**src/rtl/register_file_sb_if.sv**
```systemverilog
// Operand/result bus between decode/writeback and the scoreboarded register file.
// master = pipeline side, slave = register file.
interface register_file_sb_if #(
  parameter int unsigned WIDTH = 20,
  parameter int unsigned AW    = 3
);
  localparam int unsigned DEPTH = 2 ** AW;

  logic             we;
  logic [AW-1:0]    waddr;
  logic [WIDTH-1:0] wdata;
  logic [AW-1:0]    ra_addr;
  logic [WIDTH-1:0] ra_data;
  logic             ra_busy;
  logic [AW-1:0]    rb_addr;
  logic [WIDTH-1:0] rb_data;
  logic             rb_busy;
  logic             lock_req;
  logic [AW-1:0]    lock_addr;
  logic             lock_ack;
  logic [DEPTH-1:0] busy_vec;

  modport master (
    output we, waddr, wdata, ra_addr, rb_addr, lock_req, lock_addr,
    input  ra_data, ra_busy, rb_data, rb_busy, lock_ack, busy_vec
  );

  modport slave (
    input  we, waddr, wdata, ra_addr, rb_addr, lock_req, lock_addr,
    output ra_data, ra_busy, rb_data, rb_busy, lock_ack, busy_vec
  );
endinterface

```
**src/rtl/register_file_sb.sv**
```systemverilog
// Two-read/one-write register file with a per-register busy scoreboard,
// lock/ack handshake, optional hardwired-zero r0 and optional write bypass.
module register_file_sb #(
  parameter int unsigned WIDTH    = 20,
  parameter int unsigned AW       = 3,
  parameter bit          ZERO_REG = 1'b1,
  parameter bit          BYPASS   = 1'b1
) (
  input logic               clk,
  input logic               rst_n,
  register_file_sb_if.slave bus
);
  localparam int unsigned DEPTH = 2 ** AW;

  logic [WIDTH-1:0] regs_q [DEPTH];
  logic [WIDTH-1:0] regs_d [DEPTH];
  logic [DEPTH-1:0] busy_q, busy_d;
  logic             wr_en;
  logic             lock_ack;

  assign wr_en = bus.we & ~(ZERO_REG && (bus.waddr == '0));

  // A write in the same cycle frees the register for the new requester.
  assign lock_ack = bus.lock_req
                  & (~busy_q[bus.lock_addr] | (bus.we & (bus.waddr == bus.lock_addr)))
                  & ~(ZERO_REG && (bus.lock_addr == '0));

  always_comb begin
    regs_d = regs_q;
    busy_d = busy_q;
    if (wr_en) begin
      regs_d[bus.waddr] = bus.wdata;
      busy_d[bus.waddr] = 1'b0;
    end
    // Applied last so a same-address lock wins over the write's release.
    if (lock_ack) begin
      busy_d[bus.lock_addr] = 1'b1;
    end
  end

  always_ff @(posedge clk or negedge rst_n) begin
    if (!rst_n) begin
      for (int i = 0; i < int'(DEPTH); i++) begin
        regs_q[i] <= '0;
      end
      busy_q <= '0;
    end else begin
      regs_q <= regs_d;
      busy_q <= busy_d;
    end
  end

  always_comb begin
    bus.ra_data = regs_q[bus.ra_addr];
    bus.ra_busy = busy_q[bus.ra_addr];
    if (ZERO_REG && (bus.ra_addr == '0)) begin
      bus.ra_data = '0;
      bus.ra_busy = 1'b0;
    end else if (BYPASS && bus.we && (bus.waddr == bus.ra_addr)) begin
      bus.ra_data = bus.wdata;
      bus.ra_busy = 1'b0;
    end
  end

  always_comb begin
    bus.rb_data = regs_q[bus.rb_addr];
    bus.rb_busy = busy_q[bus.rb_addr];
    if (ZERO_REG && (bus.rb_addr == '0)) begin
      bus.rb_data = '0;
      bus.rb_busy = 1'b0;
    end else if (BYPASS && bus.we && (bus.waddr == bus.rb_addr)) begin
      bus.rb_data = bus.wdata;
      bus.rb_busy = 1'b0;
    end
  end

  assign bus.lock_ack = lock_ack;
  assign bus.busy_vec = busy_q;
endmodule

```
**src/flat_wrapper.sv**
```systemverilog
// flat-port wrapper written by rule: the top's interface ports become plain ports
module register_file_sb_flat 
#(
  parameter int unsigned WIDTH    = 20,
  parameter int unsigned AW       = 3,
  parameter bit          ZERO_REG = 1'b1,
  parameter bit          BYPASS   = 1'b1
)
  (clk, rst_n, bus_we, bus_waddr, bus_wdata, bus_ra_addr, bus_rb_addr, bus_lock_req, bus_lock_addr, bus_ra_data, bus_ra_busy, bus_rb_data, bus_rb_busy, bus_lock_ack, bus_busy_vec);
  register_file_sb_if #(.WIDTH(WIDTH), .AW(AW)) bus_i ();
  input logic clk;
  input logic rst_n;
  input wire logic [$bits(bus_i.we)-1:0] bus_we;
  input wire logic [$bits(bus_i.waddr)-1:0] bus_waddr;
  input wire logic [$bits(bus_i.wdata)-1:0] bus_wdata;
  input wire logic [$bits(bus_i.ra_addr)-1:0] bus_ra_addr;
  input wire logic [$bits(bus_i.rb_addr)-1:0] bus_rb_addr;
  input wire logic [$bits(bus_i.lock_req)-1:0] bus_lock_req;
  input wire logic [$bits(bus_i.lock_addr)-1:0] bus_lock_addr;
  output wire logic [$bits(bus_i.ra_data)-1:0] bus_ra_data;
  output wire logic [$bits(bus_i.ra_busy)-1:0] bus_ra_busy;
  output wire logic [$bits(bus_i.rb_data)-1:0] bus_rb_data;
  output wire logic [$bits(bus_i.rb_busy)-1:0] bus_rb_busy;
  output wire logic [$bits(bus_i.lock_ack)-1:0] bus_lock_ack;
  output wire logic [$bits(bus_i.busy_vec)-1:0] bus_busy_vec;
  assign bus_i.we = bus_we;
  assign bus_i.waddr = bus_waddr;
  assign bus_i.wdata = bus_wdata;
  assign bus_i.ra_addr = bus_ra_addr;
  assign bus_i.rb_addr = bus_rb_addr;
  assign bus_i.lock_req = bus_lock_req;
  assign bus_i.lock_addr = bus_lock_addr;
  assign bus_ra_data = bus_i.ra_data;
  assign bus_ra_busy = bus_i.ra_busy;
  assign bus_rb_data = bus_i.rb_data;
  assign bus_rb_busy = bus_i.rb_busy;
  assign bus_lock_ack = bus_i.lock_ack;
  assign bus_busy_vec = bus_i.busy_vec;
  register_file_sb #(.WIDTH(WIDTH), .AW(AW), .ZERO_REG(ZERO_REG), .BYPASS(BYPASS)) u_core (.clk(clk), .rst_n(rst_n), .bus(bus_i));
endmodule
```
**config.mk**
```make
export PLATFORM = sky130hd
export DESIGN_NAME = register_file_sb_flat
export DESIGN_NICKNAME = d
export VERILOG_FILES = /design/src/rtl/register_file_sb_if.sv /design/src/rtl/register_file_sb.sv /design/src/flat_wrapper.sv
export SDC_FILE = /design/constraint.sdc
export NUM_CORES = 1
export LEC_CHECK = 0
export ABC_AREA = 1
export CAP_MARGIN = 20
export CORE_ASPECT_RATIO = 2
export CORE_MARGIN = 2
export CORE_UTILIZATION = 30
export DETAILED_ROUTE_END_ITERATION = 7
export PLACE_DENSITY = 0.53
export SLEW_MARGIN = 25
export SYNTH_ARGS = -nofsm -noshare
export SYNTH_HDL_FRONTEND = slang
export SYNTH_SLANG_ARGS = --single-unit
```
**constraint.sdc**
```tcl
create_clock -name clk -period 3.2 [get_ports clk]
set_input_delay 0.48 -clock clk [delete_from_list [all_inputs] [get_ports clk]]
set_output_delay 0.48 -clock clk [all_outputs]
set_load 0.03 [all_outputs]
```
**Word-level counts from Yosys, hierarchy flattened**

Index checks and enable logic that the tools add are counted.

- Flip-flop bits (word level): 168
- Input port bits: 36
- Word-level logic and storage cells: 74
- Output and inout bits: 51

- Bitwise logic cells: 14
- Muxes and demuxes: 29
- Magnitude comparators: 10
- Reductions and logical operators: 9
- Eq/ne operators: 3

Operators with widths:

| cell | number |
|---|---|
| 20-bit two-way mux | 9 |
| 160-bit bitwise mux | 1 |
| 20-bit binary-select mux with 3-bit select | 2 |
| 20-bit demux with 3-bit select | 1 |
| 3-bit by 4-bit less-than comparator with 1-bit output (second input constant) | 4 |
| 8-bit two-way mux | 2 |
| 4-bit >= comparator (second input constant) | 3 |
| 3-bit zero test | 4 |
| 3-bit NOT with 4-bit output | 3 |
| 1-bit binary-select mux with 3-bit select | 3 |
| 3-bit equality test | 3 |
| 1-bit two-way mux | 9 |
| 8-bit AND | 1 |
| 8-bit NOT | 1 |
| 8-bit OR | 1 |
| 1-bit demux with 3-bit select | 2 |
| 3-bit by 1-bit >= comparator with 1-bit output (second input constant) | 2 |
| 1-bit logical AND | 5 |
| 1-bit AND | 4 |
| 4-bit by 1-bit less-than comparator with 1-bit output (second input constant) | 1 |
| 1-bit NOT | 3 |
| 1-bit OR | 1 |

**Longest topological paths before layout**

Gate-level depths: netlist of run 1.

- Word-level depth: 9
- Depth in mapped cells: 11
- Depth with buffers taken out: 9

**Worst setup path after synthesis of run 1**

Ideal clock, no wire load.

- Path kind: in2out
- From: input bus_ra_addr[1]
- To: output bus_ra_busy
- Required time: 2720 ps
- Slack: 881 ps
- Stages: 7
- Arrival: 1839 ps
- Buffers on the path: 2
- Cells stage by stage: buf_4 > inv_2 > buf_2 > o21ai_0 > a21oi_1 > nor2_1 > nor3_1

- Longest elaborated chain between the ends: 4
- Elaborated cells on any way between the ends: 7
- Classes of those cells: eq/ne: 1; mux: 4; reduce/logical: 2

RTL lines:

| item | line | RTL |
|---|---|---|
| start, declared | flat_wrapper.sv:16 | `input wire logic [$bits(bus_i.ra_addr)-1:0] bus_ra_addr;` |
| 1-bit binary-select mux with 3-bit select / 3-bit equality test (equally long branches) | register_file_sb.sv:55, register_file_sb.sv:59 |  |
| 1-bit two-way mux (implied by the code) / 1-bit logical AND (equally long branches) | register_file_sb.sv:55, register_file_sb.sv:59 |  |
| 1-bit two-way mux | register_file_sb.sv:59 | `end else if (BYPASS && bus.we && (bus.waddr == bus.ra_addr)) begin` |
| 1-bit two-way mux * | register_file_sb.sv:56 | `if (ZERO_REG && (bus.ra_addr == '0)) begin` |
| end, declared | flat_wrapper.sv:21 | `output wire logic [$bits(bus_i.ra_busy)-1:0] bus_ra_busy;` |

Mark *: on every way between the ends. The rest lies on a longest branch, timed or not. The select of a mux whose other input is x is not followed.

**Final worst setup path of run 1**

- From: input bus_lock_addr[0]
- To: output bus_lock_ack

- Longest elaborated chain between the ends: 6
- Elaborated cells on any way between the ends: 10
- Classes of those cells: eq/ne: 1; mux: 2; bitwise: 6; reduce/logical: 1

RTL lines:

| item | line | RTL |
|---|---|---|
| start, declared | flat_wrapper.sv:19 | `input wire logic [$bits(bus_i.lock_addr)-1:0] bus_lock_addr;` |
| 1-bit binary-select mux with 3-bit select | register_file_sb.sv:25 | `& (~busy_q[bus.lock_addr] \| (bus.we & (bus.waddr == bus.lock_addr)))` |
| 1-bit two-way mux (implied by the code) | register_file_sb.sv:25 |  |
| 1-bit NOT | register_file_sb.sv:25 |  |
| 1-bit OR | register_file_sb.sv:25 |  |
| 1-bit AND | register_file_sb.sv:25 |  |
| 1-bit AND * | register_file_sb.sv:26 | `& ~(ZERO_REG && (bus.lock_addr == '0));` |
| end, declared | flat_wrapper.sv:24 | `output wire logic [$bits(bus_i.lock_ack)-1:0] bus_lock_ack;` |

Marks and branches as above.

==> flow_metrics.py, run 1 <==
metrics = {
    "route": {
        "wl_mm": 33.0,
        "drc": 0,
        "vias": 9593,
        "dr.pass1.iters": 5,
        "routedWlPerCell_um": 17.2,
        "postRouteAntennaNets": 0,
        "avgViaCountPerCell": 4.99,
        "drtIter0Drc": 701,
    },
    "timing": {
        "period_share_pct": 92.1,
        "tightest_slew_ns": 0.651,
        "maxSlewHeadroom_pct": 56.6,
        "clock_skew_ns": 0.000906,
        "hold_violations": 0,
        "grt_setup_unrepaired": "false",
        "holdWs_ns": 0.402,
        "slew_violations": 0,
        "timing.fmax_mhz": 339,
        "fin_ws_ns": 0.253,
        "fin_setup_tns_ns": 0,
        "setup_viol": 0,
        "period_needed_ns": 2.95,
    },
    "job": {
        "maxCapViolCount": 0,
    },
    "worst_setup_path": {
        "required_ns": 2.72,
        "worstPathArrival_ns": 2.47,
        "critPathMaxStageDelay_ns": 0.67,
        "critPathLaunchType": "primary input",
        "path_cells": "clkdlybuf4s50_1, inv_2, or2_0, nand2_1, nand2_1, o21ai_4, and2_1, clkdlybuf4s50_1",
        "cp_num_buf_inv": 3,
        "crit_family": "buffers and inverters",
        "critPathSlowestCell": "clkdlybuf4s50_1",
        "ff2ff_setup_slack_ns": 1.81,
        "worstSetupEndpointType": "primary output",
        "worstPathMaxFanout": 10,
        "crit_type": "primary input to primary output",
    },
    "clocking": {
        "root_buffer": "clkbuf_16",
        "cts_tree": "done",
        "cts_setup_buffers": 0,
        "cts_resized": 0,
        "clk_path_buf_depth": 2,
        "cts_sinks": 168,
        "postCtsHoldBufs": 1,
        "numCtsBuffers": 17,
        "path_clk_slew_ns": 0.07,
        "htreeDepth": 4,
        "clock_latency_ns": 0.44,
    },
    "place": {
        "numPortBuffers": 86,
        "place.gp.congestion": 0.816,
        "pre_cts_slack_ns": 0.245,
        "place_hpwl_mm": 20.9,
    },
    "layout": {
        "fin_nets": 1513,
        "area_delta_synth_final_pct": 18.1,
        "final_cell_mix": "nand2_1, o21ai_0, nor2_1, dfrtp_1, nand3_1",
        "final_common_cell": "nand2_1",
        "antenna_cells": 0,
        "drive_gt1_share_pct": 8.93,
    },
    "synthesis": {
        "synth_seq_cells": 168,
        "synth_cells": 1462,
        "yosysTopAreaCell": "dfrtp_1",
        "syn_nets": 1498,
        "synth_cell_types": 25,
        "yosys_warnings": 0,
        "synth_top_area_share_pct": 42.4,
        "syn_avg_cell_area_um2": 6.78,
        "seq_area_frac_synth_pct": 42.4,
        "synth_area_leaders": "dfrtp_1, nand2_1, o21ai_0",
        "netlist_area_um2": 9910,
    },
    "global_routing": {
        "grt_pass1_vias": 9360,
        "grt_overflow_total": 0,
        "grt.met3_usage_pct": 2.65,
        "track_usage_pct": 19.5,
        "grtUsageMet2_pct": 35.5,
        "grt_max_degree": 77,
        "met1_usage_pct": 23.4,
        "grt_pass1_wl_mm": 52.3,
        "antenna_found_initial": 0,
        "grt.busiest_layer": "met2",
    },
    "power": {
        "p_leak_nw": 5.56,
        "peakVddDrop_v": 0.000429,
        "power_density_nw_per_um2": 583,
        "p_total_mw": 6.82,
    },
    "floorplanning": {
        "die_y_um": 261,
        "dieArea_um2": 34600,
        "dieWidth_um": 132,
        "core_area_um2": 32700,
        "io_pins": 87,
        "start_util_pct": 30.3,
        "placementRows": 94,
    },
    "min_path": {
        "holdCritPathClass": "flop to flop",
    },
    "outcome": {
        "status": "completed",
    },
}
==> final timing paths <==
check,from,cells after the start,end
max,bus_lock_addr[0],8,bus_lock_ack
min,u_core.regs_q[147],0,u_core.regs_q[147]
max reg2reg,u_core.bus.busy_vec[7],6,u_core.bus.busy_vec[1]
min reg2reg,u_core.regs_q[147],0,u_core.regs_q[147]
max in group asynchronous,rst_n,3,u_core.regs_q[142]
min in group asynchronous,rst_n,2,u_core.regs_q[116]
==> kinds of logic after synthesis <==
logic type      Yosys count  share of synthesized area, %
compound gates          359                          18.3
flops                   168                          42.4
simple gates            722                          29.3
buf+inv                 212                          9.84
xor+xnor                  1                        0.0884
==> flip-flops by register name, summed over array words and instances (netlist names) <==
name,cells
u_core.bus.busy_vec,8
u_core.regs_q,160
==> layout make-up <==
class	count	area, µm²
flip-flops and latches	168	4200
fillers	3580	21000
repair buffers	124	1220
well taps	432	541
inverters	84	320
clock inverters	11	191
multi-input cells	1082	4740
clock buffers	21	480
==> report_power, final <==
part	internal, mW	switching (mW)	total, mW
Sequential	2.48	0.276	2.76
Clock	1.47	0.894	2.36
Combinational	0.644	1.06	1.71
==> per-stage QoR <==
stage / utilization (%) / std cells / area [µm²]
2_1_floorplan: - / 1462 / 9910
3_3_place_gp: 33.7 / 1889 / 11000
3_5_place_dp: 33.7 / 1889 / 11000
4_1_cts: 35.8 / 1922 / 11700
5_1_grt: 35.8 / 1922 / 11700
6_report: 35.8 / 1922 / 11700
==> metal layers <==
metal	vias up	part of all wire (%)
li1	4741	-
met1	4576	42
met2	229	52
met3	47	3.6
met4	0	2.5
met5	-	0
==> cells in the mapped netlist <==
library cell	instances
nand2_1	411
a21boi_1	1
a21oi_2	1
o21ai_0	187
nor3_2	2
nand3_1	135
clkbuf_1	62
buf_4	18
inv_2	7
and2_1	1
buf_6	8
or2_0	1
a21oi_1	103
nand2_2	1
o211ai_1	1
buf_2	37
nor2_1	169
dfrtp_1	168
buf_1	3
inv_4	2
xor2_1	1
inv_1	75
nor3_1	2
o21ai_1	65
o21ai_4	1
Power figures use the tool's default switching activity.
==> run 2, diff against run 1 <==
--- a/config.mk
+++ b/config.mk
@@ -6,12 +6,14 @@
 export NUM_CORES = 1
 export LEC_CHECK = 0
 export ABC_AREA = 1
+export ABC_CLOCK_PERIOD_IN_PS = 3200
 export CAP_MARGIN = 20
 export CORE_ASPECT_RATIO = 2
 export CORE_MARGIN = 2
 export CORE_UTILIZATION = 30
 export DETAILED_ROUTE_END_ITERATION = 7
-export PLACE_DENSITY = 0.53
+export MAX_ROUTING_LAYER = met4
+export PLACE_DENSITY = 0.48
 export SLEW_MARGIN = 25
 export SYNTH_ARGS = -nofsm -noshare
 export SYNTH_HDL_FRONTEND = slang
==> flow_metrics.py, run 2 (same netlist as run 1, synthesis figures left out) <==
metrics = {
    "clocking": {
        "htreeDepth": 4,
        "root_buffer": "clkbuf_16",
        "numCtsBuffers": 17,
        "postCtsHoldBufs": 0,
        "path_clk_slew_ns": 0.07,
        "cts_resized": 0,
        "cts_sinks": 168,
        "clock_latency_ns": 0.45,
        "clk_path_buf_depth": 2,
        "cts_setup_buffers": 0,
        "cts_tree": "done",
    },
    "layout": {
        "fill_cells": 3638,
        "final_common_cell": "nand2_1",
        "multi_input_area_um2": 4740,
        "seqCellArea_um2": 4200,
        "fin_nets": 1513,
        "final_cell_mix": "nand2_1, o21ai_0, nor2_1, dfrtp_1, nand3_1",
        "largest_reg_flops": 160,
        "final_cell_area_um2": 11600,
        "antenna_cells": 0,
        "area_delta_synth_final_pct": 17.3,
        "top_register": "u_core.regs_q",
        "drive_gt1_share_pct": 8.93,
    },
    "global_routing": {
        "grt_max_degree": 112,
        "grt_pass1_wl_mm": 55.4,
        "grt_overflow_total": 0,
        "track_usage_pct": 21.4,
        "antenna_found_initial": 0,
        "grt_pass1_vias": 9545,
    },
    "floorplanning": {
        "placementRows": 94,
        "io_pins": 87,
        "dieWidth_um": 132,
        "core_area_um2": 32700,
        "dieArea_um2": 34600,
        "start_util_pct": 30.3,
        "die_y_um": 261,
    },
    "power": {
        "peakVddDrop_v": 0.000399,
        "power_density_nw_per_um2": 572,
        "p_leak_nw": 5.53,
    },
    "timing": {
        "fin_setup_tns_ns": 0,
        "setup_viol": 0,
        "timing.fmax_mhz": 337,
        "hold_violations": 0,
        "period_needed_ns": 2.97,
        "holdWs_ns": 0.00425,
        "fin_ws_ns": 0.233,
        "grt_setup_unrepaired": "false",
        "clock_skew_ns": 0.00838,
        "slew_violations": 0,
        "period_share_pct": 92.7,
        "maxSlewHeadroom_pct": 57.4,
        "tightest_slew_ns": 0.639,
    },
    "route": {
        "dr.pass1.iters": 7,
        "vias": 9550,
        "avgViaCountPerCell": 4.97,
        "wl_mm": 35.0,
        "drc": 0,
        "drtIter0Drc": 676,
        "postRouteAntennaNets": 0,
        "routedWlPerCell_um": 18.2,
    },
    "worst_setup_path": {
        "worstPathArrival_ns": 2.49,
        "worst_r2r_path_depth": 6,
        "worstSetupEndpointType": "primary output",
        "required_ns": 2.72,
        "cp_num_buf_inv": 3,
        "crit_type": "primary input to primary output",
        "worstPathMaxFanout": 10,
        "crit_family": "buffers and inverters",
        "critPathSlowestCell": "clkdlybuf4s50_1",
        "crit_start": "bus_lock_addr[0]",
        "ff2ff_setup_slack_ns": 1.84,
        "reg2reg_to": "u_core.bus.busy_vec[1]",
        "path_cells": "clkdlybuf4s50_1, inv_2, or2_0, nand2_1, nand2_1, o21ai_4, and2_1, clkdlybuf4s50_1",
        "critPathLaunchType": "primary input",
        "reg2reg_from": "u_core.bus.busy_vec[7]",
        "critPathMaxStageDelay_ns": 0.67,
    },
    "place": {
        "place.gp.congestion": 0.833,
        "place_hpwl_mm": 21.9,
        "place_area_um2": 11000,
        "numPortBuffers": 86,
        "pre_cts_slack_ns": 0.249,
    },
    "job": {
        "maxCapViolCount": 0,
    },
    "outcome": {
        "status": "completed",
    },
    "min_path": {
        "holdCritPathClass": "primary input to asynchronous set/reset pin",
    },
}
[run 2: cell types whose count changed in the layout (fill, tap and decap cells not counted), sizes merged]
cell | previous run | this run
bufinv | 5 | 2
clkinv | 2 | 3
clkbuf | 21 | 23
buf | 84 | 85
dlygate4sd3 | 1 | 0
[run 2: worst reg2reg max path: stages, from the launching register on]
cell and delay, ns:
dfrtp_1 0.46, or2_0 0.26, nand2_1 0.07, nand2_1 0.08
o21ai_4 0.21, nand3_1 0.14, nand2_1 0.09
[run 2: per-layer routing]
| metal | track usage [%] | wire length (µm) | vias up |
|---|---|---|---|
| met3 | 2.34 | 1200 | 37 |
| met5 | - | 0 | - |
| li1 | - | - | 4753 |
| met4 | 7.20 | 669 | 0 |
| met2 | 38.3 | 18500 | 250 |
| met1 | 24.8 | 14600 | 4510 |
[run 2: power by group]
group / switching, mW / total (mW) / leakage, nW / internal [mW]
Combinational: 1.07 / 1.72 / 3.12 / 0.642
Clock: 0.919 / 2.18 / 0.292 / 1.26
Sequential: 0.277 / 2.76 / 2.11 / 2.48
Total: 2.27 / 6.65 / 5.53 / 4.38
[run 2: cell type report]
class                           count  area share, %
Multi-Input combinational cell   1082           40.8
Tap cell                          432           4.65
Inverter                           84           2.76
Clock buffer                       23           4.28
Timing Repair Buffer              124           10.3
Clock inverter                      9          0.980
Sequential cell                   168           36.2
[run 2: worst max path at each step]
stage                    to  slack (ns)  cells after the start
2_1_floorplan   bus_ra_busy        0.88                      7
3_3_place_gp   bus_lock_ack        0.25                      8
3_5_place_dp   bus_lock_ack        0.25                      8
4_1_cts        bus_lock_ack        0.24                      8
5_1_grt        bus_lock_ack        0.17                      8
6_report       bus_lock_ack        0.23                      8
[run 2: through the flow]
stage                     std cells  util (%)  total power [mW]
after floorplan                1462         -              3.86
final                          1922      35.6              6.65
after global routing           1922      35.6              7.05
after detailed placement       1890      33.7              4.53
after global placement         1890      33.7              4.50
after CTS                      1922      35.6              6.72
